--- src/rtl/cam_match_iter_pe_lsb.sv ---
// LSB-first priority encoder: reports the lowest set bit of req.
// bin is 0 when no bit is set; vld says whether any bit was set.
module pe_lsb #(
   parameter int CDEP = 64,
   localparam int AW = $clog2(CDEP)
) (
   input  logic [CDEP-1:0] req,
   output logic [AW-1:0]   bin,
   output logic            vld
);

   // Scan from the top down so the lowest set index is written last and wins.
   always_comb begin
      bin = '0;
      vld = 1'b0;
      for (int i = CDEP - 1; i >= 0; i--) begin
         if (req[i]) begin
            bin = AW'(i);
            vld = 1'b1;
         end
      end
   end

endmodule

--- src/rtl/cam_match_iter.sv ---
// Multi-match iterator: captures one CAM match vector and streams every matching
// address, lowest first, one per accepted beat; an empty vector yields one miss beat.
module cam_match_iter #(
   parameter int CDEP = 64,
   localparam int AW = $clog2(CDEP)
) (
   input  logic            clk,
   input  logic            rst,
   input  logic            in_vld,
   output logic            in_rdy,
   input  logic [CDEP-1:0] in_match,
   output logic            out_vld,
   input  logic            out_rdy,
   output logic [AW-1:0]   out_addr,
   output logic            out_hit,
   output logic            out_last,
   output logic [AW:0]     out_cnt,
   output logic            busy
);

   localparam logic IDLE = 1'b0;
   localparam logic EMIT = 1'b1;

   function automatic logic [AW:0] popcount(input logic [CDEP-1:0] v);
      logic [AW:0] c;
      c = '0;
      for (int i = 0; i < CDEP; i++) begin
         c = c + {{AW{1'b0}}, v[i]};
      end
      return c;
   endfunction

   logic            state_reg;
   logic [CDEP-1:0] pend_reg;
   logic [CDEP-1:0] clr_onehot;
   logic [CDEP-1:0] pend_next;
   logic [CDEP-1:0] enc_req;
   logic [AW-1:0]   enc_bin;
   logic            enc_vld;
   logic [AW:0]     load_cnt;

   // pend_next is what pend becomes once the current beat is consumed; the
   // single encoder looks ahead at it so the next address is ready without a gap.
   assign clr_onehot = {{(CDEP-1){1'b0}}, 1'b1} << out_addr;
   assign pend_next  = pend_reg & ~clr_onehot;
   assign enc_req    = (state_reg == IDLE) ? in_match : pend_next;
   assign load_cnt   = popcount(in_match);

   pe_lsb #(.CDEP(CDEP)) u_pe (
      .req (enc_req),
      .bin (enc_bin),
      .vld (enc_vld)
   );

   assign in_rdy  = (state_reg == IDLE);
   assign busy    = (state_reg == EMIT);
   assign out_vld = (state_reg == EMIT);

   always_ff @(posedge clk or posedge rst) begin
      if (rst) begin
         state_reg <= IDLE;
         pend_reg  <= '0;
         out_addr  <= '0;
         out_hit   <= 1'b0;
         out_last  <= 1'b0;
         out_cnt   <= '0;
      end else begin
         case (state_reg)
            IDLE: begin
               if (in_vld) begin
                  pend_reg  <= in_match;
                  out_addr  <= enc_bin;
                  out_hit   <= enc_vld;
                  out_cnt   <= load_cnt;
                  // A miss (count 0) and a single match both finish in one beat.
                  out_last  <= (load_cnt <= (AW+1)'(1));
                  state_reg <= EMIT;
               end
            end
            EMIT: begin
               if (out_rdy) begin
                  pend_reg <= pend_next;
                  if (out_last) begin
                     state_reg <= IDLE;
                     out_addr  <= '0;
                     out_hit   <= 1'b0;
                     out_last  <= 1'b0;
                     out_cnt   <= '0;
                  end else begin
                     out_addr <= enc_bin;
                     out_hit  <= 1'b1;
                     out_cnt  <= out_cnt - (AW+1)'(1);
                     out_last <= (out_cnt == (AW+1)'(2));
                  end
               end
            end
            default: state_reg <= IDLE;
         endcase
      end
   end

endmodule

--- config.mk ---
export PLATFORM = sky130hd
export DESIGN_NAME = cam_match_iter
export DESIGN_NICKNAME = d
export VERILOG_FILES = /design/src/rtl/cam_match_iter_pe_lsb.sv /design/src/rtl/cam_match_iter.sv
export SDC_FILE = /design/constraint.sdc
export NUM_CORES = 1
export LEC_CHECK = 0
export CORE_ASPECT_RATIO = 2
export CORE_MARGIN = 5
export CORE_UTILIZATION = 37
export CTS_BUF_LIST = sky130_fd_sc_hd__clkbuf_4
export CTS_CLUSTER_SIZE = 24
export DETAILED_ROUTE_END_ITERATION = 10
export PLACE_DENSITY = 0.67
export SYNTH_ARGS = -nofsm -noshare
export SYNTH_HDL_FRONTEND = slang
export SYNTH_HIERARCHICAL = 1
export SYNTH_SLANG_ARGS = --single-unit
--- constraint.sdc ---
create_clock -name clk -period 6.7 [get_ports clk]
set_input_delay 1.005 -clock clk [delete_from_list [all_inputs] [get_ports clk]]
set_output_delay 1.005 -clock clk [all_outputs]
set_load 0.05 [all_outputs]
# After elaboration in Yosys (flattened, before gate mapping)
# Index checks and enable logic that the tools add are counted.
# totals
register_bits	80
latchBits	0
ramBits	0
mem_bits_ro	0
in_bits	68
elab_cells	230
memories	0
# op_classes
n_addsub	64
mul	0
n_div	0
magnitude_cmp	1
eq_ne	3
n_shift	1
mux	151
bitwise	3
n_reduce_logical	1
# ops
operator	n
$mux 6	67
$add 7x1->7	57
$mux 64	3
$pmux 64 s2	1
$mux 1	72
$and 64x64->64	1
$not 64->64	1
$shl 1x6->64 const A	1
$mux 7	3
$pmux 7 s2	1
$pmux 6 s2	1
$add 6x1->7	1
$eq 7x2->1 const B	1
$le 7x1->1 const B	1
$sub 7x1->7 const B	1
$add 5x1->6	1
$pmux 1 s2	3
$add 4x1->5	1
$add 3x1->4	1
$ne 2x2->1 const B	2
$add 2x1->3	1
$add 1x1->2	1
$reduce_and 2->1	1
$not 1->1	1

# Logic depth before layout (Yosys ltp)
# Gate-level depths: netlist of run 1.
# depth
depth_word	71
mapped_depth	20

# Hierarchy
# The synthesis of run 1 kept the hierarchy.
# modules_own_cells
module	instances	cells_per_inst	area_each_um2	seq_area_each_um2
cam_match_iter	1	795	6879.1	2001.9
pe_lsb	1	140	763.2	0.0

# Worst setup path after synthesis of run 1
# No wires, ideal clock.
# synth_timing
path_type	input -> register
startpoint	in in_match[47]
endpoint	reg out_cnt[5]
arrival_ns	6.417
required_ns	6.581
setup_slack_ns	0.164
path_stages	20
path_buffers	0
path_cell_list	inv_1 > fa_1 > inv_1 > fa_1 > fa_1 > inv_1 > fa_1 > inv_1 > fa_1 > fa_1 > fa_1 > inv_1 > fa_1 > inv_1 > ha_1 > a211oi_1 > o21ai_0 > a21oi_1 > xor2_1 > a21bo_2
# synth_via
elab_chain_len	19
# synth_lines
item	line	rtl
start, declared	cam_match_iter.sv:11	input logic [CDEP-1:0] in_match,
$add 7x1->7 (17 in series)	cam_match_iter.sv:28	c = c + {{AW{1'b0}}, v[i]};
$mux 7	cam_match_iter.sv:70	if (in_vld) begin
$pmux 7 s2	cam_match_iter.sv:68	case (state_reg)
end signal, assigned	cam_match_iter.sv:74	out_cnt <= load_cnt;
end signal, assigned	cam_match_iter.sv:92	out_cnt <= out_cnt - (AW+1)'(1);
end, declared	cam_match_iter.sv:17	output logic [AW:0] out_cnt,
# Every way passes these cells. The select of a mux whose other input is x is not followed.
# A chain may end at the register's enable or synchronous reset.

# Worst setup path after layout of run 1
# layout_timing
startpoint	in in_match[61]
endpoint	reg out_last
# layout_via
elab_chain_len	6
# layout_lines
item	line	rtl
$add 7x1->7 (3 in series)	cam_match_iter.sv:28	
$le 7x1->1	cam_match_iter.sv:76	out_last <= (load_cnt <= (AW+1)'(1));
$mux 1	cam_match_iter.sv:70	
$pmux 1 s2	cam_match_iter.sv:68	
end signal, assigned	cam_match_iter.sv:76	
end signal, assigned	cam_match_iter.sv:93	out_last <= (out_cnt == (AW+1)'(2));
end, declared	cam_match_iter.sv:16	output logic out_last,
# Every way passes these cells. The select of a mux whose other input is x is not followed.

==> key figures, run 1 <==
Outcome
  • Status: complete, no violations

Timing
  • Final setup vio count: 0
  • Tmin final: 6.56 ns
  • Rel. slew slack: 22.5%
  • Worst-Margin Slew: 1.16 ns
  • Final period utilization: 98.0%
  • Max Fclk: 152 MHz
  • Layout Skew: 0.0329 ns
  • Max Transition Viols Final: 0
  • Final setup margin: 0.137 ns
  • Fin. Hold Viols: 0

Routing
  • Total number of vias: 7538
  • Starting DRT DRC Count: 589
  • Post-route DRC: 0
  • Wire per inst: 22.0 um
  • Drt total wl: 28200 um
  • DRT Pass-1 Iters: 5
  • Vias per cell: 5.89
  • Final ANT Viol Nets: 0

Final layout
  • Fill cells: 2114
  • Post-route insts no fill: 1280
  • Register Area: 2010 um^2
  • # nets final: 1147
  • Multi-input logic area: 4890 um^2
  • Largest register FFs: 64
  • Synthesis-to-layout area growth: 17.4%
  • Share of cells above drive strength 1: 8.29%

Worst setup path
  • Required @ worst endpoint: 7.16 ns
  • Cells along the critical path: clkdlybuf4s50_1, inv_1, fa_1, fa_1, inv_1, fa_1, inv_1, fa_1, fa_1, fa_1, fa_1, fa_1, inv_1, ha_1, inv_1, fa_2, buf_4, xor2_2, and4b_1, o211ai_1, o21ai_1
  • Endpoint class of the critical path: flop
  • Critical-path top delay cell: fa_1
  • Critical path type: in2reg
  • Critical path peak fanout: 2
  • Worst Setup EP: out_last
  • Worst path top cell family by delay: adder cells
  • Reg2Reg Setup Slack: 2.91 ns
  • Most used cell, CP: fa_1
  • Worst R2R Start: busy
  • FF-to-FF End: out_addr[2]
  • Worst EP arrival: 7.03 ns
  • Cell depth of the worst setup path: 21
  • Reg2Reg Depth: 10
  • Worst stage delay on the critical path: 0.57 ns
  • Worst path bufs/invs: 7
  • Worst Setup Start Kind: input pin
  • Crit. Startpoint: in_match[61]

Global route
  • Global routing usage on met2: 42.1%
  • GRT overflow: 0
  • GRT Max-Usage Layer: met2
  • Vias in the first global route: 7567
  • GRT Util Overall: 24.0%
  • M1 GR Usage: 25.9%
  • Pin count of the biggest net entering global routing: 81
  • Global-route wire length before repair: 43400 um
  • Grt met3 use: 3.94%
  • Initial antenna violation count: 1

Clock network
  • H-tree depth: 3
  • Clock Latency Late Sink: 0.55 ns
  • CTS Root Cell: clkbuf_4
  • CTS tree: built
  • Number of buffers created by CTS: 9
  • CTS Sinks: 80
  • Reg clk slew, reported paths: 0.13 ns
  • Clk buf depth: 2

Synthesis
  • Ys flop type: dfrtp_1
  • XOR/XNOR Fraction of Synth Area: 0.458%
  • Library cells used by synthesis: 60
  • Multiplexer share of the synthesized area: 3.93%
  • Area share of fa/ha/maj cells after synthesis: 16.9%
  • Cell taking the most area after synthesis: dfrtp_1
  • Cell area after synthesis: 7640 um^2
  • Syn nets: 1074
  • Post-synth ARST share: 100%
  • Top cell type's share of synthesized area: 26.2%
  • Mapped Cells: 935
  • Syn. warnings: 6
  • Area contributors post-synth: dfrtp_1, fa_1, o21ai_0, o211ai_1, inv_1
  • Compound-Gate Fraction of Synth Area: 28.1%
  • Synthesized area per cell: 8.17 um^2
  • Register area share after synthesis: 26.2%
  • Post-Synth Simple-Gate Area: 13.9%
  • EDFF count, synth: 0
  • Largest family of logic cells by synthesized area: compound AO/OA/AOI/OAI gates
  • Register bit total from synthesis: 80

Placed design
  • DP Worst Slack: -0.765 ns
  • HPWL after detailed placement: 22000 um
  • Placed cells: 1263
  • Global placement routability congestion: 1.02
  • IO Port Bufs: 85

Floorplanning
  • Die area: 23800 um^2
  • Core Box Area: 20400 um^2
  • Starting Density: 37.5%
  • DIE HEIGHT: 213 um
  • Die width: 112 um
  • Core Rows: 74
  • Io pins: 86

Worst hold path
  • Hold/Removal Path Class: reg2reg
  • Min-delay src: pend_reg[32]

Run
  • Max Cap Violations: 0
-- layout by cell type (no fill, tap or decap), types with 7 or more instances in the layout --
cell type and count:
o211ai_1 95, inv_1 130, nor2_1 41, ha_1 17
clkdlybuf4s50_1 80, a22o_1 28, o21ai_0 146, fa_1 48
nor4_1 16, a21oi_1 23, mux2i_1 30, o21ai_1 7
dfrtp_1 79, nor2b_1 9, clkbuf_4 12, nand2b_1 10
nor3_1 14, buf_4 35, nand3_1 25, nand2_1 73
-- what timing repair did --
item / CTS / global route
cloned: 0 / 0
pin swaps: 2 / 16
resized for setup: 5 / 22
setup buffers: 0 / 0
hold buffers: 0 / 0
endpoints found under the setup margin: 6 / 6
-- stage by stage --
| stage | hold slack [ns] | utilization [%] | setup TNS (ns) | instance area [um^2] |
|---|---|---|---|---|
| floorplan | 0.466 | - | 0 | 7640 |
| global placement | 0.483 | 43.2 | -3.86 | 8800 |
| detailed placement | 0.482 | 43.2 | -4.31 | 8800 |
| CTS | 0.519 | 43.8 | 0 | 8920 |
| global route | 0.530 | 44.1 | -0.0313 | 8970 |
| finish | 0.518 | 44.1 | 0 | 8970 |
-- area by class of cell --
class | count | share of cell area [%]
Clock buffer | 12 | 1.00
Timing Repair Buffer | 120 | 12.4
Clock inverter | 4 | 0.237
Multi-Input combinational cell | 661 | 54.5
Antenna cell | 1 | 0.0279
Sequential cell | 80 | 22.4
Inverter | 136 | 5.70
Tap cell | 266 | 3.71
-- worst register-to-register path: cells and delay by family, from the launching register on --
family | cells | cell delay [ns]
simple gates | 3 | 0.88
buf+inv | 1 | 0.69
flops | 1 | 0.91
compound gates | 6 | 1.19
-- cell usage after synthesis (all sizes together), types with 2 or more instances --
| cell type | count |
|---|---|
| a2111oi | 2 |
| a21oi | 25 |
| a22o | 28 |
| a311oi | 2 |
| a31oi | 6 |
| and3 | 3 |
| buf | 39 |
| clkbuf | 19 |
| dfrtp | 80 |
| fa | 54 |
| ha | 17 |
| inv | 136 |
| mux2i | 30 |
| nand2 | 73 |
| nand2b | 10 |
| nand3 | 26 |
| nand4 | 3 |
| nor2 | 43 |
| nor2b | 11 |
| nor3 | 14 |
| nor4 | 16 |
| o211ai | 95 |
| o21a | 5 |
| o21ai | 154 |
| o221ai | 2 |
| o22ai | 3 |
| o311ai | 3 |
| o31ai | 3 |
| or2 | 6 |
| or3 | 4 |
| or4 | 4 |
| xnor2 | 2 |
| xor2 | 2 |
-- kinds of logic after synthesis --
family / after synthesis
mux: 30
compound gates: 339
flops: 80
buf+inv: 194
xor+xnor: 4
fa+ha+maj: 71
simple gates: 217
-- routing by layer --
metal,vias to the layer above,wire length (um)
li1,3438,-
met1,3689,10100
met2,314,14500
met3,97,1310
met4,0,2170
met5,-,0
-- worst min-delay path by stage --
stage	depth (start not counted)	end	slack, ns
2_1_floorplan	1	pend_reg[54]	0.47
3_3_place_gp	1	pend_reg[32]	0.48
3_5_place_dp	1	pend_reg[46]	0.48
4_1_cts	1	pend_reg[51]	0.52
5_1_grt	1	pend_reg[51]	0.53
6_report	1	pend_reg[32]	0.52
Power of run 1 is not shown: default switching activity piles up to over one toggle a cycle in this logic, so the estimate is an artifact.
==> inputs of run 2 (changes only) <==
- clock period: 6.7 -> 7.2 ns (I/O delays scaled with it)
==> key figures, run 2 (synthesis results as in run 1) <==
Timing
  • Final period utilization: 96.6%
  • Fin. Hold Viols: 0
  • RSZ-0062 raised after global routing: no
  • Max Fclk: 144 MHz
  • Tmin final: 6.95 ns
  • Max Transition Viols Final: 0
  • Rel. slew slack: 39.1%
  • Final setup vio count: 0
  • Worst-Margin Slew: 0.911 ns
  • Layout Skew: 0.0108 ns

Placed design
  • IO Port Bufs: 85
  • Placed cell area: 8770 um^2
  • Global placement routability congestion: 1.05
  • HPWL after detailed placement: 21500 um

Floorplanning
  • Io pins: 86
  • Die area: 23800 um^2
  • Starting Density: 37.5%
  • DIE HEIGHT: 213 um
  • Die width: 112 um
  • Core Rows: 74
  • Core Box Area: 20400 um^2

Global route
  • Vias in the first global route: 7512
  • Pin count of the biggest net entering global routing: 154
  • Initial antenna violation count: 1
  • GRT overflow: 0
  • Global-route wire length before repair: 42100 um
  • GRT Util Overall: 23.3%

Run
  • Max Cap Violations: 0

Final layout
  • Fill cells: 2108
  • Largest register FFs: 64
  • Most frequent cells in the layout: o21ai_0, inv_1, o211ai_1
  • Post-route cell area: 8900 um^2
  • # nets final: 1141
  • Synthesis-to-layout area growth: 16.5%
  • Most common cell after layout, fill and taps aside: o21ai_0
  • Share of cells above drive strength 1: 6.06%

Routing
  • DRT Pass-1 Iters: 7
  • Wire per inst: 21.6 um
  • Post-route DRC: 0
  • Vias per cell: 5.89
  • Final ANT Viol Nets: 0
  • Drt total wl: 27500 um
  • Total number of vias: 7510
  • Starting DRT DRC Count: 671

Clock network
  • CTS Sinks: 80
  • Postcts setup bufs: 0
  • Number of buffers created by CTS: 9
  • Clock Latency Late Sink: 0.52 ns
  • CTS Root Cell: clkbuf_4
  • CTS tree: built
  • Clk buf depth: 2
  • Reg clk slew, reported paths: 0.14 ns
  • Cts hold-fix bufs: 0
  • H-tree depth: 3

Worst setup path
  • Worst stage delay on the critical path: 0.59 ns
  • Critical path peak fanout: 4
  • Critical-path top delay cell: fa_1
  • Endpoint class of the critical path: flop
  • Worst EP arrival: 7.35 ns
  • Most used cell, CP: fa_1
  • Worst path bufs/invs: 6
  • Worst path top cell family by delay: adder cells
  • Cells along the critical path: clkdlybuf4s50_1, inv_1, fa_1, inv_1, fa_1, fa_1, inv_1, fa_1, fa_1, fa_1, fa_1, fa_1, inv_1, ha_1, inv_1, fa_1, nor2b_1, o21ai_0, a21oi_1, o31ai_1, o311ai_1
  • Critical path type: in2reg
  • Worst Setup Start Kind: input pin
  • Required @ worst endpoint: 7.60 ns

Worst hold path
  • Hold/Removal Path Class: reg2reg

Outcome
  • Status: complete, no violations
[run 2: layout make-up]
cell class | count | area [um^2] | share of cell area, %
tap | 266 | 333 | 3.74
antenna | 1 | 2.50 | 0.0281
multi-input combinational | 661 | 4840 | 54.4
timing repair buffer | 114 | 1080 | 12.1
inverter | 136 | 512 | 5.75
sequential | 80 | 2010 | 22.5
clock buffer | 9 | 67.6 | 0.759
clock inverter | 7 | 62.6 | 0.703
[run 2: final timing paths]
kind                                endpoint  cells past startpoint          from  slack (ns)
max in group asynchronous               busy                      3           rst        5.06
worst max register to register   out_addr[2]                     12   out_addr[5]        3.41
min in group asynchronous       pend_reg[61]                      2           rst        0.97
worst min-delay path            pend_reg[37]                      1  pend_reg[37]        0.52
worst max-delay path              out_cnt[6]                     21  in_match[23]        0.25
worst min register to register  pend_reg[37]                      1  pend_reg[37]        0.52
[run 2: worst reg2reg max path, delay by kind of cell (launching register included)]
family / cells / cell delay [ns]
and+or+nand+nor: 5 / 1.61
AOI/OAI and AO/OA: 7 / 1.41
DFF: 1 / 0.71
[run 2: metrics by stage]
step / hold slack (ns) / setup WS [ns] / TNS [ns] / util [%] / instances
3_3_place_gp: 0.483 / -0.223 / -0.951 / 43.0 / 1257
5_1_grt: 0.531 / 0.00701 / 0 / 43.7 / 1274
6_report: 0.521 / 0.248 / 0 / 43.7 / 1274
3_5_place_dp: 0.482 / -0.328 / -1.45 / 43.0 / 1257
4_1_cts: 0.522 / 0.223 / 0 / 43.7 / 1273
2_1_floorplan: 0.466 / 0.589 / 0 / - / 935
[run 2: timing repair]
action,CTS,global route
resized for setup,0,1
endpoints found under the hold margin,0,0
endpoints found under the setup margin,0,3
[run 2: metal layers]
layer  track usage (%)  vias up  part of all wire [%]
li1                  -     3419                     -
met1              24.4     3582                    35
met2              39.2      363                    49
met3              4.68      146                   5.6
met4              20.7        0                    10
met5                 0        -                     0
Power of run 2 is left out for the same reason.
